===== src/rtl/mips_hazard_scoreboard.sv =====
// mips_hazard_scoreboard
// ----------------------
// Register-hazard scoreboard that sits beside the ID stage of the 32-bit
// MIPS pipeline. It tracks in-flight register writes from issue to writeback
// and stalls decode on read-after-write hazards.
//
// Optional feature macro: MIPS_SB_FORWARD_EN
//   defined   - forwarding rules. Only a load-use on slot 0 stalls, and
//               fwd_a_sel/fwd_b_sel drive the bypass muxes.
//   undefined - full interlock. Forward selects are tied to 0 and is_load
//               is ignored.
//
// Ports
//   clk1                 single clock, rising edge
//   rst                  synchronous, active-high reset
//   issue_valid          ID holds an instruction wanting to issue
//   src_a, src_b         source register indices
//   use_a, use_b         the corresponding source is actually read
//   dst, dst_we          destination register index and its write enable
//   is_load              the instruction is a load
//   stall                hold ID/IF this cycle (combinational)
//   issue_fire           issue_valid & ~stall (combinational)
//   busy_mask            registers with a pending write not yet visible
//   fwd_a_sel, fwd_b_sel 0 = register file, k = forward from slot k-1
//   stall_count          saturating count of stall cycles
module mips_hazard_scoreboard #(
   parameter int NREGS  = 32,
   parameter int WB_LAT = 4,
   parameter int AW     = $clog2(NREGS),
   parameter int SW     = $clog2(WB_LAT + 1)
) (
   input  logic              clk1,
   input  logic              rst,
   input  logic              issue_valid,
   input  logic [AW-1:0]     src_a,
   input  logic [AW-1:0]     src_b,
   input  logic              use_a,
   input  logic              use_b,
   input  logic [AW-1:0]     dst,
   input  logic              dst_we,
   input  logic              is_load,
   output logic              stall,
   output logic              issue_fire,
   output logic [NREGS-1:0]  busy_mask,
   output logic [SW-1:0]     fwd_a_sel,
   output logic [SW-1:0]     fwd_b_sel,
   output logic [15:0]       stall_count
);

   // Slot k holds the instruction issued k+1 cycles ago; slot WB_LAT-1 is in writeback.
   logic [WB_LAT-1:0] slot_valid_r;
   logic [AW-1:0]     slot_dst_r [WB_LAT];
   logic [15:0]       stall_count_r;

   logic [WB_LAT-1:0] match_a_s;
   logic [WB_LAT-1:0] match_b_s;
   logic [NREGS-1:0]  busy_s;
   logic              hazard_s;

`ifdef MIPS_SB_FORWARD_EN
   // Only slot 0 needs its load flag: loads are forwardable from slot 1 onward.
   logic              slot0_load_r;

   // Youngest (lowest k) matching slot wins; result is k+1, or 0 when nothing matches.
   function automatic logic [SW-1:0] youngest_sel(input logic [WB_LAT-1:0] m);
      logic [SW-1:0] sel;
      sel = {SW{1'b0}};
      for (int k = WB_LAT - 1; k >= 0; k--) begin
         if (m[k]) begin
            sel = SW'(k + 1);
         end else begin
            sel = sel;
         end
      end
      return sel;
   endfunction
`else
   logic              unused_s;
   assign unused_s = ^{is_load, match_a_s[WB_LAT-1], match_b_s[WB_LAT-1]};
`endif

   // Per-slot source matches and the busy mask (writeback slot excluded: write-through).
   always_comb begin
      match_a_s = {WB_LAT{1'b0}};
      match_b_s = {WB_LAT{1'b0}};
      busy_s    = {NREGS{1'b0}};
      for (int k = 0; k < WB_LAT; k++) begin
         if (slot_valid_r[k] && use_a && (src_a != {AW{1'b0}}) && (slot_dst_r[k] == src_a)) begin
            match_a_s[k] = 1'b1;
         end else begin
            match_a_s[k] = 1'b0;
         end
         if (slot_valid_r[k] && use_b && (src_b != {AW{1'b0}}) && (slot_dst_r[k] == src_b)) begin
            match_b_s[k] = 1'b1;
         end else begin
            match_b_s[k] = 1'b0;
         end
         if ((k < WB_LAT - 1) && slot_valid_r[k]) begin
            busy_s[slot_dst_r[k]] = 1'b1;
         end else begin
            busy_s = busy_s;
         end
      end
   end

   // Hazard decision and forward selects.
   always_comb begin
`ifdef MIPS_SB_FORWARD_EN
      hazard_s  = (match_a_s[0] | match_b_s[0]) & slot0_load_r;
      fwd_a_sel = youngest_sel(match_a_s);
      fwd_b_sel = youngest_sel(match_b_s);
`else
      hazard_s  = |(match_a_s[WB_LAT-2:0] | match_b_s[WB_LAT-2:0]);
      fwd_a_sel = {SW{1'b0}};
      fwd_b_sel = {SW{1'b0}};
`endif
   end

   assign stall       = issue_valid & hazard_s;
   assign issue_fire  = issue_valid & ~hazard_s;
   assign busy_mask   = busy_s;
   assign stall_count = stall_count_r;

   // Slot shift pipeline and saturating stall counter; rst wins over a firing issue.
   always_ff @(posedge clk1) begin
      if (rst) begin
         slot_valid_r  <= {WB_LAT{1'b0}};
         stall_count_r <= 16'h0000;
         for (int k = 0; k < WB_LAT; k++) begin
            slot_dst_r[k] <= {AW{1'b0}};
         end
`ifdef MIPS_SB_FORWARD_EN
         slot0_load_r  <= 1'b0;
`endif
      end else begin
         // A stalled cycle loads a bubble so the hazard always drains.
         slot_valid_r  <= {slot_valid_r[WB_LAT-2:0],
                           issue_fire & dst_we & (dst != {AW{1'b0}})};
         slot_dst_r[0] <= dst;
         for (int k = 1; k < WB_LAT; k++) begin
            slot_dst_r[k] <= slot_dst_r[k-1];
         end
`ifdef MIPS_SB_FORWARD_EN
         slot0_load_r  <= is_load;
`endif
         if (stall && (stall_count_r != 16'hFFFF)) begin
            stall_count_r <= stall_count_r + 16'h0001;
         end else begin
            stall_count_r <= stall_count_r;
         end
      end
   end

endmodule


===== config.mk =====
export PLATFORM = sky130hd
export DESIGN_NAME = mips_hazard_scoreboard
export DESIGN_NICKNAME = d
export VERILOG_FILES = /design/src/rtl/mips_hazard_scoreboard.sv
export SDC_FILE = /design/constraint.sdc
export NUM_CORES = 1
export LEC_CHECK = 0
export ABC_AREA = 1
export ABC_CLOCK_PERIOD_IN_PS = 4000
export CELL_PAD_IN_SITES_DETAIL_PLACEMENT = 1
export CELL_PAD_IN_SITES_GLOBAL_PLACEMENT = 1
export CORE_ASPECT_RATIO = 1.25
export CORE_MARGIN = 5
export CORE_UTILIZATION = 35
export DETAILED_ROUTE_END_ITERATION = 8
export GPL_ROUTABILITY_DRIVEN = 0
export PLACE_DENSITY = 0.9
export REMOVE_ABC_BUFFERS = 1
export SKIP_CTS_REPAIR_TIMING = 1
export SYNTH_ARGS = -nofsm -noshare
export SYNTH_HDL_FRONTEND = slang
export SYNTH_SLANG_ARGS = --single-unit

===== constraint.sdc =====
create_clock -name clk1 -period 4 [get_ports clk1]
set_input_delay 0.8 -clock clk1 [delete_from_list [all_inputs] [get_ports clk1]]
set_output_delay 0.8 -clock clk1 [all_outputs]
set_load 0.05 [all_outputs]

==> results of run 1 <==
==> path summary, 6_finish.rpt <==
check | endpoint | from | slack [ns] | depth (start not counted)
setup reg to reg | stall_count[2] | slot_dst_r[0][3] | 1.82 | 13
hold / removal | stall_count[1] | stall_count[1] | 0.55 | 4
setup / recovery | busy_mask[12] | slot_dst_r[0][3] | 0.67 | 5
hold reg to reg | stall_count[1] | stall_count[1] | 0.55 | 4
==> registers in the layout, summed over array words and instances (netlist names) <==
name	count
slot_dst_r	15
slot_valid_r	3
stall_count	16
==> cells in the final DEF, fill, tap and decap left out <==
cell,netlist,final
clkdlybuf4s50_1,0,68
nand2_2,1,1
nand4_1,20,20
nand2_1,231,231
clkinv_1,1,1
buf_4,8,16
inv_1,71,71
nor4_1,1,1
nand3_4,1,1
nor2_2,6,6
and2_1,1,1
conb_1,1,6
clkbuf_8,0,6
o21ai_1,3,3
xnor2_1,1,1
buf_12,1,1
ha_1,1,1
inv_2,11,11
clkinv_2,0,1
dfxtp_1,34,34
nor3_1,39,39
o21ai_0,2,2
nor2_1,75,75
o311ai_0,1,1
nand3_1,40,40
clkinvlp_4,0,1
nand3_2,13,13
nand4_2,1,1
==> worst max-delay path, cell delays in order (launching register included) <==
cell	delay (ns)
dfxtp_1	0.55
inv_2	0.18
nor3_1	0.49
nand2_1	0.10
nand3_1	0.10
clkdlybuf4s50_1	0.81
==> layer usage <==
metal | global-route usage [%] | routed length, µm
met2 | 43.7 | 6210
met3 | 3.75 | 638
met4 | 10.2 | 274
met5 | 0 | 0
met1 | 26.4 | 4960
==> kinds of logic after synthesis <==
group                      after synthesis
and+or+nand+nor                        429
buffers and inverters                   98
DFF                                     34
AOI/OAI and AO/OA                        6
xor gates and xnor gates                 1
adders and majority gates                1
other                                    1
==> synth_stat cells, drive strengths merged <==
cell,n
conb,1
clkbuf,4
nand2,232
nand3,54
nand4,21
o311ai,1
nor3,39
buf,11
nor4,1
ha,1
o21ai,5
dfxtp,34
clkinv,1
xnor2,1
and2,1
nor2,81
inv,82
==> power by group through the flow <==
| stage | clock [µW] | combinational, µW | sequential, µW |
|---|---|---|---|
| 2_1_floorplan | 0 | 82.6 | 363 |
| 3_3_place_gp | 0 | 144 | 367 |
| 3_5_place_dp | 0 | 149 | 367 |
| 4_1_cts | 284 | 151 | 360 |
| 5_1_grt | 303 | 167 | 361 |
| 6_report | 275 | 152 | 361 |
==> final cells by class <==
type,instances,area [µm²],area share [%]
Clock inverter,2,12.5,0.311
Inverter,83,312,7.75
Tap cell,120,150,3.73
Multi-Input combinational cell,443,1960,48.8
Clock buffer,6,82.6,2.05
Sequential cell,34,681,16.9
Timing Repair Buffer,85,821,20.4
==> through the flow <==
stage / util, % / total power [µW]
after floorplan: - / 445
after global placement: 45.6 / 511
after detailed placement: 45.6 / 517
after CTS: 46.7 / 794
after global routing: 46.7 / 831
final: 46.7 / 788
==> summary.txt, run 1 <==
OUTCOME
--------------------------------------------------------------------------------------
Run status                                                                   completed

SYNTH
--------------------------------------------------------------------------------------
Total of flip-flops plus latches after synthesis                                    34
Cell taking the most area after synthesis                                      nand2_1
Synth Area in Simple Gates                                                       61.9%
Avg Synthesized Cell Area                                                     5.35 µm²
Sequential-to-total area share from yosys stat                                   22.3%
Synthesized cell area                                                      0.00305 mm²
Largest family of logic cells by synthesized area                         simple AND/OR/NAND/NOR gates
Adder-cell share of the synthesized area                                        0.411%
Multiplexer share of the synthesized area                                           0%
Post-Synth XOR/XNOR Area                                                        0.287%
Area fraction in compound gates after synthesis                                  1.11%
Largest cells by area after synthesis                                     nand2_1 (28%), dfxtp_1 (22%), nor2_1 (9.2%)
Cell variety after synth                                                            27
YS warnings                                                                          0
Synthesized instance count                                                         570
Share of Yosys cell area claimed by the top area cell type                       28.4%

PWR
--------------------------------------------------------------------------------------
P per Cell Area                                                             196 mW/mm²
Clock group share of total power                                                 34.9%
Combinational group share of total power                                         19.3%
Net switching power figure                                                      255 µW
Cell Int Power                                                                  532 µW
Max rail drop VDD                                                             0.226 mV
Fraction of power consumed by sequential logic                                   45.8%
Fraction of power spent switching nets                                           32.4%
Leakage power                                                               0.00182 µW

CLOCK NETWORK
--------------------------------------------------------------------------------------
Clock slew at the register clock pins of the worst setup and hold paths        0.07 ns
Buffer depth of the longest clock path                                               2
Clk sink count                                                                      34
Max H-tree Level                                                                     2
TritonCTS Buffers                                                                    5
Clock tree from TritonCTS                                                          yes
Source-to-sink clock delay at the later pin of the worst-skew pair             0.29 ns
Clock root buffer master                                                      clkbuf_8

LAYOUT
--------------------------------------------------------------------------------------
Total non-filler cell area in the finished layout                          0.00402 mm²
Final Non-Filler Cells                                                             773
Layout overhead on the synthesized area                                          31.9%
Number of filler cells placed in the layout                                       1252
Fraction of final layout cells sized beyond drive strength 1                     8.88%
Net count reported at finish                                                       675
ANT cells                                                                            0

GLOBAL ROUTING
--------------------------------------------------------------------------------------
Wire length of the first global-routing pass                                  20500 µm
Overflow after GRT                                                                   0
Number of global-route vias before repair                                         4375
All-Layer GR Usage                                                               23.6%
Antenna violations before repair                                                     0
Largest net degree at the start of global routing                                   31

DIE
--------------------------------------------------------------------------------------
Height of the chip                                                              114 µm
Number of placed I/O pins                                                           78
Effective utilization at floorplan                                               35.4%
Core Footprint                                                             0.00861 mm²
Count of standard-cell rows                                                         38
Area of the die                                                             0.0107 mm²
Die span in x                                                                  93.5 µm

SETUP PATH
--------------------------------------------------------------------------------------
Critical Path AT                                                               2.53 ns
Critical Path RT                                                               3.20 ns
Worst Path Class, Setup                                                     reg -> out
Max Fanout on Critical Path                                                          7
Critical Path End Type                                                    primary output
Startpoint kind of the worst setup timing path                                    flop

ROUTE
--------------------------------------------------------------------------------------
Number of remaining DRC errors                                                       0
Routed via count                                                                  3941
Initial drt markers                                                                191
DR vias/cell                                                                      5.10
Drt total wl                                                                  12100 µm
Detailed-router iteration count before antenna repair                                5
Wire per inst                                                                  15.6 µm
Remaining antenna violation count                                                    0

JOB
--------------------------------------------------------------------------------------
Max-cap violation count                                                              0

WORST HOLD PATH
--------------------------------------------------------------------------------------
Type of the tightest min-delay check                                        reg -> reg

TIMING
--------------------------------------------------------------------------------------
Worst slew margin relative to its limit                                          60.8%
RSZ-0062 raised after global routing                                                no
Setup violations, final                                                              0
Max Freq                                                                     0.300 GHz
Final TNS setup                                                                   0 ns
Skew final                                                                  0.00372 ns
Number of hold violations in the final report                                        0
Shortest period the worst path allows                                          3.33 ns
Number of slew-limit violations in the final report                                  0
Tcrit/Tclk final                                                                 83.3%
Setup slack after layout                                                      0.670 ns
Transition at the pin with the smallest max-transition slack                  0.583 ns
Worst hold margin                                                             0.552 ns

PLACE
--------------------------------------------------------------------------------------
Post-DP Area                                                               0.00393 mm²
Worst slack, placed                                                           0.763 ns
Placed instance count                                                              765
Number of port buffers                                                              70
Post-detailed-placement half-perimeter wirelength                              9410 µm

(Power assumes the default switching activity.)
==> run 2, diff against run 1 <==
--- a/config.mk
+++ b/config.mk
@@ -6,15 +6,15 @@
 export NUM_CORES = 1
 export LEC_CHECK = 0
 export ABC_AREA = 1
-export ABC_CLOCK_PERIOD_IN_PS = 4000
+export ABC_CLOCK_PERIOD_IN_PS = 3300
 export CELL_PAD_IN_SITES_DETAIL_PLACEMENT = 1
 export CELL_PAD_IN_SITES_GLOBAL_PLACEMENT = 1
 export CORE_ASPECT_RATIO = 1.25
 export CORE_MARGIN = 5
-export CORE_UTILIZATION = 35
+export CORE_UTILIZATION = 33
 export DETAILED_ROUTE_END_ITERATION = 8
 export GPL_ROUTABILITY_DRIVEN = 0
-export PLACE_DENSITY = 0.9
+export PLACE_DENSITY = 0.86
 export REMOVE_ABC_BUFFERS = 1
 export SKIP_CTS_REPAIR_TIMING = 1
 export SYNTH_ARGS = -nofsm -noshare
==> constraint.sdc (replaced) <==
create_clock -name clk1 -period 3.3 [get_ports clk1]
set_input_delay 0.66 -clock clk1 [delete_from_list [all_inputs] [get_ports clk1]]
set_output_delay 0.66 -clock clk1 [all_outputs]
set_load 0.05 [all_outputs]
==> run 2 against run 1 <==
Net effect:
- design area grew 1.4%
- clock skew increased by 0.0017 ns
- worst setup slack lost 0.57 ns
- power grew 39%
==> summary.txt, run 2 (synthesis results as in run 1) <==
OUTCOME
--------------------------------------------------------------------------------------
Run status                                                                   completed

ROUTE
--------------------------------------------------------------------------------------
Detailed-router iteration count before antenna repair                                4   -1
DR vias/cell                                                                      5.05   -0.99%
Routed via count                                                                  3917   -0.61%
Wire per inst                                                                  15.5 µm   -1.1%
Number of remaining DRC errors                                                       0   unchanged
Initial drt markers                                                                254   +33%
Drt total wl                                                                  12000 µm   -0.67%
Remaining antenna violation count                                                    0   unchanged

LAYOUT
--------------------------------------------------------------------------------------
Number of filler cells placed in the layout                                       1300   +3.8%
Final Core Density                                                               44.9%   -1.8 points
ANT cells                                                                            0   unchanged
Layout overhead on the synthesized area                                          33.8%
Flip-flop count of the largest register, all copies and words added                 16   unchanged
Fraction of final layout cells sized beyond drive strength 1                     8.73%   -0.15 points
FF/Latch Area                                                                  681 µm²   unchanged
Commonest non-fill, non-tap cell in the layout                                 nand2_1
Net count reported at finish                                                       675   unchanged
Commonest non-fill, non-tap cells in the layout                           nand2_1 (231), nor2_1 (75), inv_1 (71), clkdlybuf4s50_1 (68), nand3_1 (40)
Multi-input gate area in the final layout                                  0.00196 mm²   unchanged

CLOCK NETWORK
--------------------------------------------------------------------------------------
Buffer depth of the longest clock path                                               2   unchanged
Clock slew at the register clock pins of the worst setup and hold paths        0.06 ns   about the same
Clk sink count                                                                      34   unchanged
Source-to-sink clock delay at the later pin of the worst-skew pair             0.28 ns   about the same
Clock tree from TritonCTS                                                          yes
TritonCTS Buffers                                                                    5   unchanged
Max H-tree Level                                                                     2   unchanged
Clock root buffer master                                                     clkbuf_16

TIMING
--------------------------------------------------------------------------------------
Shortest period the worst path allows                                          3.20 ns
Number of slew-limit violations in the final report                                  0   unchanged
Setup slack after layout                                                      0.103 ns   -0.566 ns
Setup violations, final                                                              0   unchanged
Tcrit/Tclk final                                                                 96.9%
Number of hold violations in the final report                                        0   unchanged
Final TNS setup                                                                   0 ns   unchanged
Worst slew margin relative to its limit                                          60.2%   -0.64 points
RSZ-0062 raised after global routing                                                no
Transition at the pin with the smallest max-transition slack                  0.592 ns   +0.00958 ns
Skew final                                                                  0.00538 ns   +0.00166 ns
Max Freq                                                                     0.313 GHz

GLOBAL ROUTING
--------------------------------------------------------------------------------------
Wire length of the first global-routing pass                                  20000 µm   -2.2%
Antenna violations before repair                                                     0   unchanged
Number of global-route vias before repair                                         4194   -4.1%
Overflow after GRT                                                                   0   unchanged
All-Layer GR Usage                                                               22.1%   -1.6 points
Largest net degree at the start of global routing                                   31   unchanged

SETUP PATH
--------------------------------------------------------------------------------------
Critical R2R Launch                                                       slot_dst_r[0][8]
Setup slack, reg-to-reg                                                        1.18 ns   -0.64 ns
Critical Path AT                                                               2.54 ns   about the same
Critical Path RT                                                               2.64 ns   -0.56 ns
Max Fanout on Critical Path                                                          7   unchanged
Path depth of the worst reg2reg path                                                13   unchanged
Critical Path End Type                                                    primary output
Worst Path Class, Setup                                                     reg -> out
Startpoint kind of the worst setup timing path                                    flop
FF-to-FF End                                                              stall_count[0]

DIE
--------------------------------------------------------------------------------------
Effective utilization at floorplan                                               33.6%   -1.8 points
Height of the chip                                                              117 µm   +2.7%
Count of standard-cell rows                                                         39   +2.6%
Number of placed I/O pins                                                           78   unchanged
Core Footprint                                                             0.00908 mm²   +5.5%
Die span in x                                                                  96.0 µm   +2.7%
Area of the die                                                             0.0113 mm²   +5.5%

PWR
--------------------------------------------------------------------------------------
Combinational group share of total power                                         16.7%   -2.6 points
Fraction of power spent switching nets                                           29.0%   -3.4 points
Cell Int Power                                                                  778 µW   +46%
Net switching power figure                                                      318 µW   +25%
Clock group share of total power                                                 43.4%   +8.5 points
Leakage power                                                               0.00185 µW   +1.5%
P per Cell Area                                                             269 mW/mm²   +37%
Fraction of power consumed by sequential logic                                   39.9%   -5.9 points
Total power after layout                                                       1100 µW   +39%
Max rail drop VDD                                                             0.168 mV   -26%

WORST HOLD PATH
--------------------------------------------------------------------------------------
Hold-critical path endpoint                                               stall_count[14]
Type of the tightest min-delay check                                        reg -> reg
Worst Hold Depth                                                                     4   unchanged
Launch instance of the worst min-delay path                               stall_count[14]

PLACE
--------------------------------------------------------------------------------------
Number of port buffers                                                              70   unchanged
Post-detailed-placement half-perimeter wirelength                              9460 µm   +0.58%
Worst slack, placed                                                           0.367 ns   -0.396 ns

JOB
--------------------------------------------------------------------------------------
Max-cap violation count                                                              0   unchanged

## run 2: changes by cell type in the layout (fill, tap and decap cells not counted)
| cell | change |
|---|---|
| clkbuf_8 | -5 |
| clkbuf_16 | +5 |
| clkbuf_1 | +1 |
| clkinvlp_4 | -1 |
## run 2: worst max path at each step
stage	start	to	slack [ns]	cells after the start
6_report	slot_dst_r[0][3]	busy_mask[28]	0.10	5
2_1_floorplan	src_a[1]	stall	0.76	8
4_1_cts	slot_dst_r[0][3]	busy_mask[28]	0.13	5
3_3_place_gp	src_a[0]	stall	0.36	9
3_5_place_dp	src_a[0]	stall	0.37	11
5_1_grt	slot_dst_r[0][3]	busy_mask[28]	0.02	5
## run 2: final cells by class
cell class / count / area share [%]
multi-input cells: 443 / 48.1
repair buffers: 85 / 20.1
flip-flops and latches: 34 / 16.7
inverters: 83 / 7.64
well taps: 123 / 3.77
clock buffers: 7 / 3.50
clock inverters: 1 / 0.123
## run 2: power by group through the flow
stage	logic, µW	clock network (µW)	registers (µW)
after global placement	176	0	444
after detailed placement	181	0	445
after floorplan	100	0	440
after global routing	200	505	438
after CTS	183	496	436
final	183	476	437
## run 2: routing by layer
| layer | up-vias | routed length (µm) | global-route usage (%) | share of wire, % |
|---|---|---|---|---|
| li1 | 1923 | - | - | - |
| met1 | 1821 | 4720 | 25.7 | 39 |
| met2 | 147 | 6370 | 40.0 | 53 |
| met3 | 26 | 636 | 2.43 | 5.3 |
| met4 | 0 | 276 | 8.72 | 2.3 |
| met5 | - | 0 | 0 | 0 |
## run 2: worst max-delay path, cell delays in order (launching register included)
cell and delay (ns):
dfxtp_1 0.53, inv_2 0.15, nor3_1 0.54, nand2_1 0.11, nand3_1 0.11, clkdlybuf4s50_1 0.81
## run 2: per-stage QoR
| step | std cells | hold slack [ns] | area [µm²] |
|---|---|---|---|
| 6_report | 776 | 0.560 | 4080 |
| 3_3_place_gp | 768 | 0.530 | 3930 |
| 3_5_place_dp | 768 | 0.535 | 3930 |
| 5_1_grt | 776 | 0.580 | 4080 |
| 4_1_cts | 776 | 0.548 | 4080 |
| 2_1_floorplan | 560 | 0.486 | 2960 |
